`src/rtl/uart_rx_fifo_if.sv`:
```
// Frame-capture and consumer handshake bundle for the UART receive FIFO.
// The master side is the receiver/consumer environment; the slave side is the FIFO.
interface uart_rx_fifo_if #(
    parameter int unsigned DEPTH      = 16,
    parameter int unsigned DATA_WIDTH = 8
);
    localparam int unsigned CW = $clog2(DEPTH) + 1;

    logic                  clear;
    logic                  rx_done;
    logic [DATA_WIDTH-1:0] rx_data;
    logic                  rx_err;
    logic                  rd_valid;
    logic                  rd_ready;
    logic [DATA_WIDTH-1:0] rd_data;
    logic                  rd_err;
    logic [CW-1:0]         count;
    logic                  full;
    logic                  empty;
    logic                  overflow;
    logic                  overflow_clr;

    modport master (
        output clear, rx_done, rx_data, rx_err, rd_ready, overflow_clr,
        input  rd_valid, rd_data, rd_err, count, full, empty, overflow
    );

    modport slave (
        input  clear, rx_done, rx_data, rx_err, rd_ready, overflow_clr,
        output rd_valid, rd_data, rd_err, count, full, empty, overflow
    );
endinterface

```
`src/rtl/uart_rx_fifo.sv`:
```
// First-word-fall-through queue of received UART frames {err, data}, pushed on
// the rising edge of rx_done, with a sticky overflow flag instead of back-pressure.
module uart_rx_fifo #(
    parameter int unsigned DEPTH      = 16,
    parameter int unsigned DATA_WIDTH = 8
) (
    input  logic          clk,
    input  logic          rstN,
    uart_rx_fifo_if.slave bus
);
    localparam int unsigned AW = $clog2(DEPTH);
    localparam int unsigned CW = AW + 1;
    localparam int unsigned EW = DATA_WIDTH + 1;

    logic [EW-1:0] r_mem [DEPTH];
    logic [AW-1:0] r_wp;
    logic [AW-1:0] r_rp;
    logic [CW-1:0] r_count;
    logic          r_overflow;
    logic          r_rx_done_q;

    logic          w_push_req;
    logic          w_pop;
    logic          w_full;
    logic          w_empty;
    logic          w_push_ok;
    logic          w_drop;
    logic [EW-1:0] w_head;

    assign w_full     = (r_count == CW'(DEPTH));
    assign w_empty    = (r_count == '0);
    assign w_push_req = bus.rx_done & ~r_rx_done_q;
    assign w_pop      = ~w_empty & bus.rd_ready;
    // A full FIFO still accepts a frame when the same cycle frees the head slot.
    assign w_push_ok  = w_push_req & (~w_full | w_pop);
    assign w_drop     = w_push_req & w_full & ~w_pop;
    assign w_head     = r_mem[r_rp];

    always_ff @(posedge clk or negedge rstN) begin
        if (!rstN) begin
            r_rx_done_q <= 1'b0;
        end else begin
            r_rx_done_q <= bus.rx_done;
        end
    end

    // Storage is deliberately left without reset.
    always_ff @(posedge clk) begin
        if (!bus.clear && w_push_ok) begin
            r_mem[r_wp] <= {bus.rx_err, bus.rx_data};
        end
    end

    always_ff @(posedge clk or negedge rstN) begin
        if (!rstN) begin
            r_wp       <= '0;
            r_rp       <= '0;
            r_count    <= '0;
            r_overflow <= 1'b0;
        end else if (bus.clear) begin
            r_wp       <= '0;
            r_rp       <= '0;
            r_count    <= '0;
            r_overflow <= 1'b0;
        end else begin
            if (w_push_ok) begin
                r_wp <= r_wp + AW'(1);
            end
            if (w_pop) begin
                r_rp <= r_rp + AW'(1);
            end
            unique case ({w_push_ok, w_pop})
                2'b10:   r_count <= r_count + CW'(1);
                2'b01:   r_count <= r_count - CW'(1);
                default: r_count <= r_count;
            endcase
            if (w_drop) begin
                r_overflow <= 1'b1;
            end else if (bus.overflow_clr) begin
                r_overflow <= 1'b0;
            end
        end
    end

    assign bus.rd_valid = ~w_empty;
    assign bus.rd_data  = w_empty ? '0 : w_head[DATA_WIDTH-1:0];
    assign bus.rd_err   = w_empty ? 1'b0 : w_head[DATA_WIDTH];
    assign bus.count    = r_count;
    assign bus.full     = w_full;
    assign bus.empty    = w_empty;
    assign bus.overflow = r_overflow;
endmodule

```
`src/flat_wrapper.sv`:
```
// flat-port wrapper written by rule: the top's interface ports become plain ports
module uart_rx_fifo_flat 
#(
    parameter int unsigned DEPTH      = 16,
    parameter int unsigned DATA_WIDTH = 8
)
  (clk, rstN, bus_clear, bus_rx_done, bus_rx_data, bus_rx_err, bus_rd_ready, bus_overflow_clr, bus_rd_valid, bus_rd_data, bus_rd_err, bus_count, bus_full, bus_empty, bus_overflow);
  uart_rx_fifo_if #(.DEPTH(DEPTH), .DATA_WIDTH(DATA_WIDTH)) bus_i ();
  input  logic clk;
  input  logic rstN;
  input wire logic [$bits(bus_i.clear)-1:0] bus_clear;
  input wire logic [$bits(bus_i.rx_done)-1:0] bus_rx_done;
  input wire logic [$bits(bus_i.rx_data)-1:0] bus_rx_data;
  input wire logic [$bits(bus_i.rx_err)-1:0] bus_rx_err;
  input wire logic [$bits(bus_i.rd_ready)-1:0] bus_rd_ready;
  input wire logic [$bits(bus_i.overflow_clr)-1:0] bus_overflow_clr;
  output wire logic [$bits(bus_i.rd_valid)-1:0] bus_rd_valid;
  output wire logic [$bits(bus_i.rd_data)-1:0] bus_rd_data;
  output wire logic [$bits(bus_i.rd_err)-1:0] bus_rd_err;
  output wire logic [$bits(bus_i.count)-1:0] bus_count;
  output wire logic [$bits(bus_i.full)-1:0] bus_full;
  output wire logic [$bits(bus_i.empty)-1:0] bus_empty;
  output wire logic [$bits(bus_i.overflow)-1:0] bus_overflow;
  assign bus_i.clear = bus_clear;
  assign bus_i.rx_done = bus_rx_done;
  assign bus_i.rx_data = bus_rx_data;
  assign bus_i.rx_err = bus_rx_err;
  assign bus_i.rd_ready = bus_rd_ready;
  assign bus_i.overflow_clr = bus_overflow_clr;
  assign bus_rd_valid = bus_i.rd_valid;
  assign bus_rd_data = bus_i.rd_data;
  assign bus_rd_err = bus_i.rd_err;
  assign bus_count = bus_i.count;
  assign bus_full = bus_i.full;
  assign bus_empty = bus_i.empty;
  assign bus_overflow = bus_i.overflow;
  uart_rx_fifo #(.DEPTH(DEPTH), .DATA_WIDTH(DATA_WIDTH)) u_core (.clk(clk), .rstN(rstN), .bus(bus_i));
endmodule
```
`config.mk`:
```
export PLATFORM = sky130hd
export DESIGN_NAME = uart_rx_fifo_flat
export DESIGN_NICKNAME = d
export VERILOG_FILES = /design/src/rtl/uart_rx_fifo_if.sv /design/src/rtl/uart_rx_fifo.sv /design/src/flat_wrapper.sv
export SDC_FILE = /design/constraint.sdc
export NUM_CORES = 1
export LEC_CHECK = 0
export CORE_MARGIN = 1
export CORE_UTILIZATION = 48
export CTS_BUF_LIST = sky130_fd_sc_hd__clkbuf_4
export DETAILED_ROUTE_END_ITERATION = 8
export MAX_ROUTING_LAYER = met4
export PLACE_DENSITY = 0.66
export SLEW_MARGIN = 10
export SYNTH_ARGS = -nofsm -noshare
export SYNTH_HDL_FRONTEND = slang
export SYNTH_SLANG_ARGS = --single-unit
```
`constraint.sdc`:
```
create_clock -name clk -period 6.91 [get_ports clk]
set_clock_uncertainty 0.05 [all_clocks]
set_input_delay 2.073 -clock clk [delete_from_list [all_inputs] [get_ports clk]]
set_output_delay 2.073 -clock clk [all_outputs]
set_load 0.05 [all_outputs]
```
# Yosys cells after proc, flatten, opt, wreduce, memory -nomap -nowiden
# Memory sizes are Yosys's and may differ from the RTL's.
# Index checks and enable logic that the tools add are counted.
dict set report word_totals {
  regBits 15
  ram_bits 144
  inputBits 15
  out_inout_bits 18
  word_cells 43
  memories 1
}
dict set report op_classes {
  n_addsub 4
  eq_ne 3
  n_mux 13
  bitwise_logic 10
  n_reduce_logical 7
}
# memory words width read_ports rd_clocked_by_memory_dff wr line_no
set memory_table {}
lappend memory_table {u_core.r_mem 16 9 1 0 1 uart_rx_fifo.sv:15} ;# logic [EW-1:0] r_mem [DEPTH];
# operator n
set ops {}
lappend ops {{$mux 4} 4}
lappend ops {{$pmux 5 s2} 1}
lappend ops {{$add 4x1->4 const B} 2}
lappend ops {{$mux 8} 1}
lappend ops {{$mux 1} 6}
lappend ops {{$reduce_bool 3->1} 2}
lappend ops {{$add 5x1->5 const B} 1}
lappend ops {{$and 1x1->1} 5}
lappend ops {{$eq 5x5->1 const B} 1}
lappend ops {{$logic_not 5->1} 1}
lappend ops {{$mux 5} 1}
lappend ops {{$sub 5x1->5 const B} 1}
lappend ops {{$not 1->1} 4}
lappend ops {{$reduce_bool 2->1} 2}
lappend ops {{$eq 2x1->1 const B} 1}
lappend ops {{$eq 2x2->1 const B} 1}
lappend ops {{$logic_and 1x1->1} 1}
lappend ops {{$logic_not 1->1} 1}
lappend ops {{$or 1x1->1} 1}

# Depth between registers and ports, before layout
dict set report depth {
  ltp_word 8
  mapped_depth 10
  ltp_nobuf 10
}

# Worst setup path after synthesis
# OpenSTA, ideal clock, no wires.
dict set report synth_path {
  kind {register to output}
  start {reg u_core.r_count[0], in the netlist u_core.bus.count[0]}
  end {out bus_rd_data[6]}
  t_arrival_ps 2476
  required_time_ps 4787
  setup_slack_ps 2311
  stages_incl_launch_ff 5
  n_path_buf 0
  path_cell_list {dfrtp_1 -> nor4_4 -> nand2_1 -> nand2_1 -> o22ai_1}
}
dict set report synth_via {
  elab_chain_cells 2
}
# element line_no
set synth_lines {}
lappend synth_lines {{from (decl)} uart_rx_fifo.sv:18} ;# logic [CW-1:0] r_count;
lappend synth_lines {{from (signal assigned)} uart_rx_fifo.sv:73} ;# 2'b10: r_count <= r_count + CW'(1);
lappend synth_lines {{from (signal assigned)} uart_rx_fifo.sv:74} ;# 2'b01: r_count <= r_count - CW'(1);
lappend synth_lines {{from (signal assigned)} uart_rx_fifo.sv:75} ;# default: r_count <= r_count;
lappend synth_lines {{$logic_not 5->1} uart_rx_fifo.sv:31} ;# assign w_empty = (r_count == '0);
lappend synth_lines {{$mux 8} uart_rx_fifo.sv:86} ;# assign bus.rd_data = w_empty ? '0 : w_head[DATA_WIDTH-1:0];
lappend synth_lines {{to (decl)} flat_wrapper.sv:18} ;# output wire logic [$bits(bus_i.rd_data)-1:0] bus_rd_data;
# No other way between the ends.

# Worst setup path after layout
dict set report layout_path {
  start {reg u_core.r_rp[0]}
  end {out bus_rd_data[5]}
}
dict set report layout_via {
  elab_chain_cells 2
}
# element line_no
set layout_lines {}
lappend layout_lines {{from (decl)} uart_rx_fifo.sv:17} ;# logic [AW-1:0] r_rp;
lappend layout_lines {{from (signal assigned)} uart_rx_fifo.sv:70} ;# r_rp <= r_rp + AW'(1);
lappend layout_lines {{$mem_v2 16x9} n/a}
lappend layout_lines {{$mux 8} uart_rx_fifo.sv:86}
# No other way between the ends.

==> impl_metrics.csv <==
group,metric,value,unit
outcome,status,"finished, final reports clean",
synthesis,synth_edf_count,144,
grt,grt_max_degree,32,
flow_run,cap_violations,0,
cts,clock-root-buffer,"clkbuf_4",
synthesis,synth_nets,365,
routing,via_count,3198,
timing,fin_crit,5.663,ns
cts,cts-hold-fix-buffers,0,
critical_path,cpMaxStageDelayCell,"dfrtp_2",
routing,drtPass1Iterations,6,
critical_path,worstPathCellList,"buf_4 > mux4_2 > mux2i_1 > o22ai_1 > clkdlybuf4s50_1",
cts,numCtsBuffers,17,
synthesis,yosysSeqAreaShare,72.75,%
power_and_ir_drop,peakVddDrop,0.0002093,V
synthesis,syn_area_per_cell,18.94,um^2
die,fp-row-count,42,
die,die_area,13930,um^2
timing,fin_crit_sh,81.95,%
critical_path,r2r_cells,10,
die,die_x,118.0,um
timing,finalHoldViolCount,0,
power_and_ir_drop,power_density,301.2,nW/um^2
critical_path,worst_setup_path_start_kind,"register",
critical_path,cp-end-kind,"output port",
die,die_h,118.0,um
routing,via_per_inst,5.591,
power_and_ir_drop,p_leak,2.272,nW
min_path,hold_end,"u_core.r_rp[3]",
routing,drtIter0Drc,300,
synthesis,ys_ff_latch,159,
layout,layout.nets,406,
synthesis,netlist.area_leader.share,66.94,%
layout,drive_gt1_share,19.49,%
critical_path,worst-r2r-setup-slack,3.94,ns
synthesis,synthTopCellsByCount,"edfxtp_1 (144), mux4_2 (36), nor2_1 (30)",
cts,clk_transition_reported_paths,0.13,ns
placed_design,dp_hpwl,7556,um
cts,htree_levels,4,
grt,grt.total_usage,19.60,%
synthesis,yosys_warnings,0,
critical_path,worstPathMaxFanout,27,
synthesis,synth-main-ff-cell,"edfxtp_1",
routing,ant_nets,0,
critical_path,cp.arrival,3.54,ns
timing,rsz0062_at_grt,"false",
min_path,holdPathStages,2,
synthesis,synth_most_common_cell,"edfxtp_1",
die,io_pins,33,
routing,drt_wl_total,11960,um
grt,grt-ovfl-total,0,
placed_design,gp_congestion,0.7339,
layout,fill_cells,1067,
synthesis,ys_top_cells_by_area,"edfxtp_1 (67%), mux4_2 (13%), dfrtp_1 (5.8%)",
cts,cts_resized,0,
grt,grt_pass1_vias,3302,
synthesis,synthCells,341,
synthesis,synth_async_sr_flop_share,9.434,%
timing,maxSlewViolCount,0,
timing,maxSlewHeadroom,23.61,%
layout,utilization,54.83,%
min_path,worstHoldStart,"u_core.r_rp[3]",
critical_path,reg2reg_from,"u_core.bus.count[0]",
critical_path,critical_path_class,"reg2out",
timing,worst_pin_slew,1.142,ns
critical_path,r2r_end,"u_core.bus.count[4]",
cts,clkSinkCount,159,
cts,cts.path.max_buffers,2,
grt,grt_pass1_wl,18770,um
layout,area_growth,11.95,%
cts,cts_tree,"done",
timing,setup_tns,0,ns
cts,cts_setup_buffers,0,
grt,antenna_found_initial,0,
die,core,13190,um^2
routing,post_drt_wl_per_cell,20.91,um
synthesis,ys_types,38,
synthesis,synth.largest_area_cell,"edfxtp_1",
die,start_util,48.98,%
routing,post-route-drc-count,0,
timing,setup_viol,0,
critical_path,crit_path_max_incr_delay,0.98,ns
placed_design,port_buffers,32,
synthesis,synth_area,6460,um^2
cts,clk_latency,0.55,ns
critical_path,cp_data_required_time,4.79,ns
min_path,min_path_type,"reg2reg",
timing,fmax,176.6,MHz
cell families (layout without fill, tap and decap cells):
logic type | count (synthesis) | after routing | share of synthesized area [%]
fa+ha+maj | 9 | 9 | 1.859
mux | 55 | 55 | 15.57
xor+xnor | 8 | 8 | 1.085
buf+inv | 21 | 75 | 1.395
simple gates | 63 | 63 | 4.649
flops | 159 | 159 | 72.75
compound gates | 26 | 26 | 2.692
other cells | 0 | 1 | 0
metrics by stage:
| step | hold slack (ns) | power (W) | instances | instance area (um^2) | worst slack [ns] |
|---|---|---|---|---|---|
| 2_1_floorplan | 0.4539 | 0.001520 | 341 | 6460 | 2.311 |
| 3_3_place_gp | 0.4890 | 0.001669 | 539 | 6964 | 1.781 |
| 3_5_place_dp | 0.4939 | 0.001679 | 539 | 6964 | 1.767 |
| 4_1_cts | 0.5116 | 0.002201 | 571 | 7229 | 1.122 |
| 5_1_grt | 0.5575 | 0.002271 | 571 | 7229 | 0.9767 |
| 6_report | 0.5185 | 0.002178 | 572 | 7232 | 1.247 |
metal layers:
| metal | GRT usage [%] | wire length [um] | vias to the layer above |
|---|---|---|---|
| met4 | 7.372 | 193 | 0 |
| li1 | - | - | 1452 |
| met1 | 23.12 | 4906 | 1640 |
| met3 | 5.669 | 707 | 16 |
| met5 | - | 0 | - |
| met2 | 31.99 | 6153 | 90 |
cells in the final DEF (no fill, tap or decap), drive strengths merged, types with 2 or more instances in the layout:
cell type | netlist | routed
clkdlybuf4s50 | 0 | 32
clkinv | 0 | 9
xor2 | 6 | 6
nor4 | 2 | 2
edfxtp | 144 | 144
nor2 | 31 | 31
xnor2 | 2 | 2
nand2 | 12 | 12
a211oi | 2 | 2
dfrtp | 15 | 15
bufinv | 0 | 2
buf | 9 | 3
nand2b | 3 | 3
mux2i | 18 | 18
nor2b | 2 | 2
inv | 8 | 8
ha | 8 | 8
clkbuf | 4 | 19
a31oi | 3 | 3
or3 | 2 | 2
mux4 | 36 | 36
nor3 | 3 | 3
clkinvlp | 0 | 2
nand3 | 5 | 5
a21oi | 7 | 7
o22ai | 9 | 9
critical path: cells and delay by family, from the launching register on:
| family | cells | cell delay [ns] |
|---|---|---|
| buf+inv | 2 | 1.12 |
| mux | 2 | 0.76 |
| compound gates | 1 | 0.12 |
| flops | 1 | 0.98 |
power breakdown:
| part | switching (W) | leakage [nW] | total, W | internal, W |
|---|---|---|---|---|
| Clock | 0.000310 | 0.149 | 0.000527 | 0.000217 |
| Sequential | 0.0000506 | 1.49 | 0.00111 | 0.00106 |
| Combinational | 0.000309 | 0.630 | 0.000537 | 0.000228 |
| Total | 0.000670 | 2.27 | 0.00218 | 0.00151 |
state kept, by name (all words and copies together) (netlist names):
signal and flops:
u_core.r_wp 4, u_core.r_mem 144, u_core.r_rp 4, u_core.r_rx_done_q 1, u_core.bus.overflow 1, u_core.bus.count 5
worst max-delay path by stage:
| stage | start | end | slack, ns | cells after the start |
|---|---|---|---|---|
| after floorplan | u_core.bus.count[0] | bus_rd_data[6] | 2.31 | 4 |
| after global placement | u_core.r_rp[0] | bus_rd_data[5] | 1.78 | 5 |
| after detailed placement | u_core.r_rp[0] | bus_rd_data[5] | 1.77 | 5 |
| after CTS | u_core.r_rp[0] | bus_rd_data[5] | 1.12 | 5 |
| after global routing | u_core.r_rp[0] | bus_rd_data[4] | 0.98 | 5 |
| final | u_core.r_rp[0] | bus_rd_data[5] | 1.25 | 5 |
area by class of cell:
type | count | area, um^2 | share of cell area (%)
sequential | 159 | 4701 | 65.00
tap | 176 | 220.2 | 3.045
inverter | 8 | 30.03 | 0.4152
timing repair buffer | 35 | 342.8 | 4.740
clock buffer | 19 | 142.6 | 1.972
multi-input combinational | 161 | 1670 | 23.10
antenna | 1 | 2.502 | 0.03460
clock inverter | 13 | 122.6 | 1.696
Power figures use the tool's default switching activity.
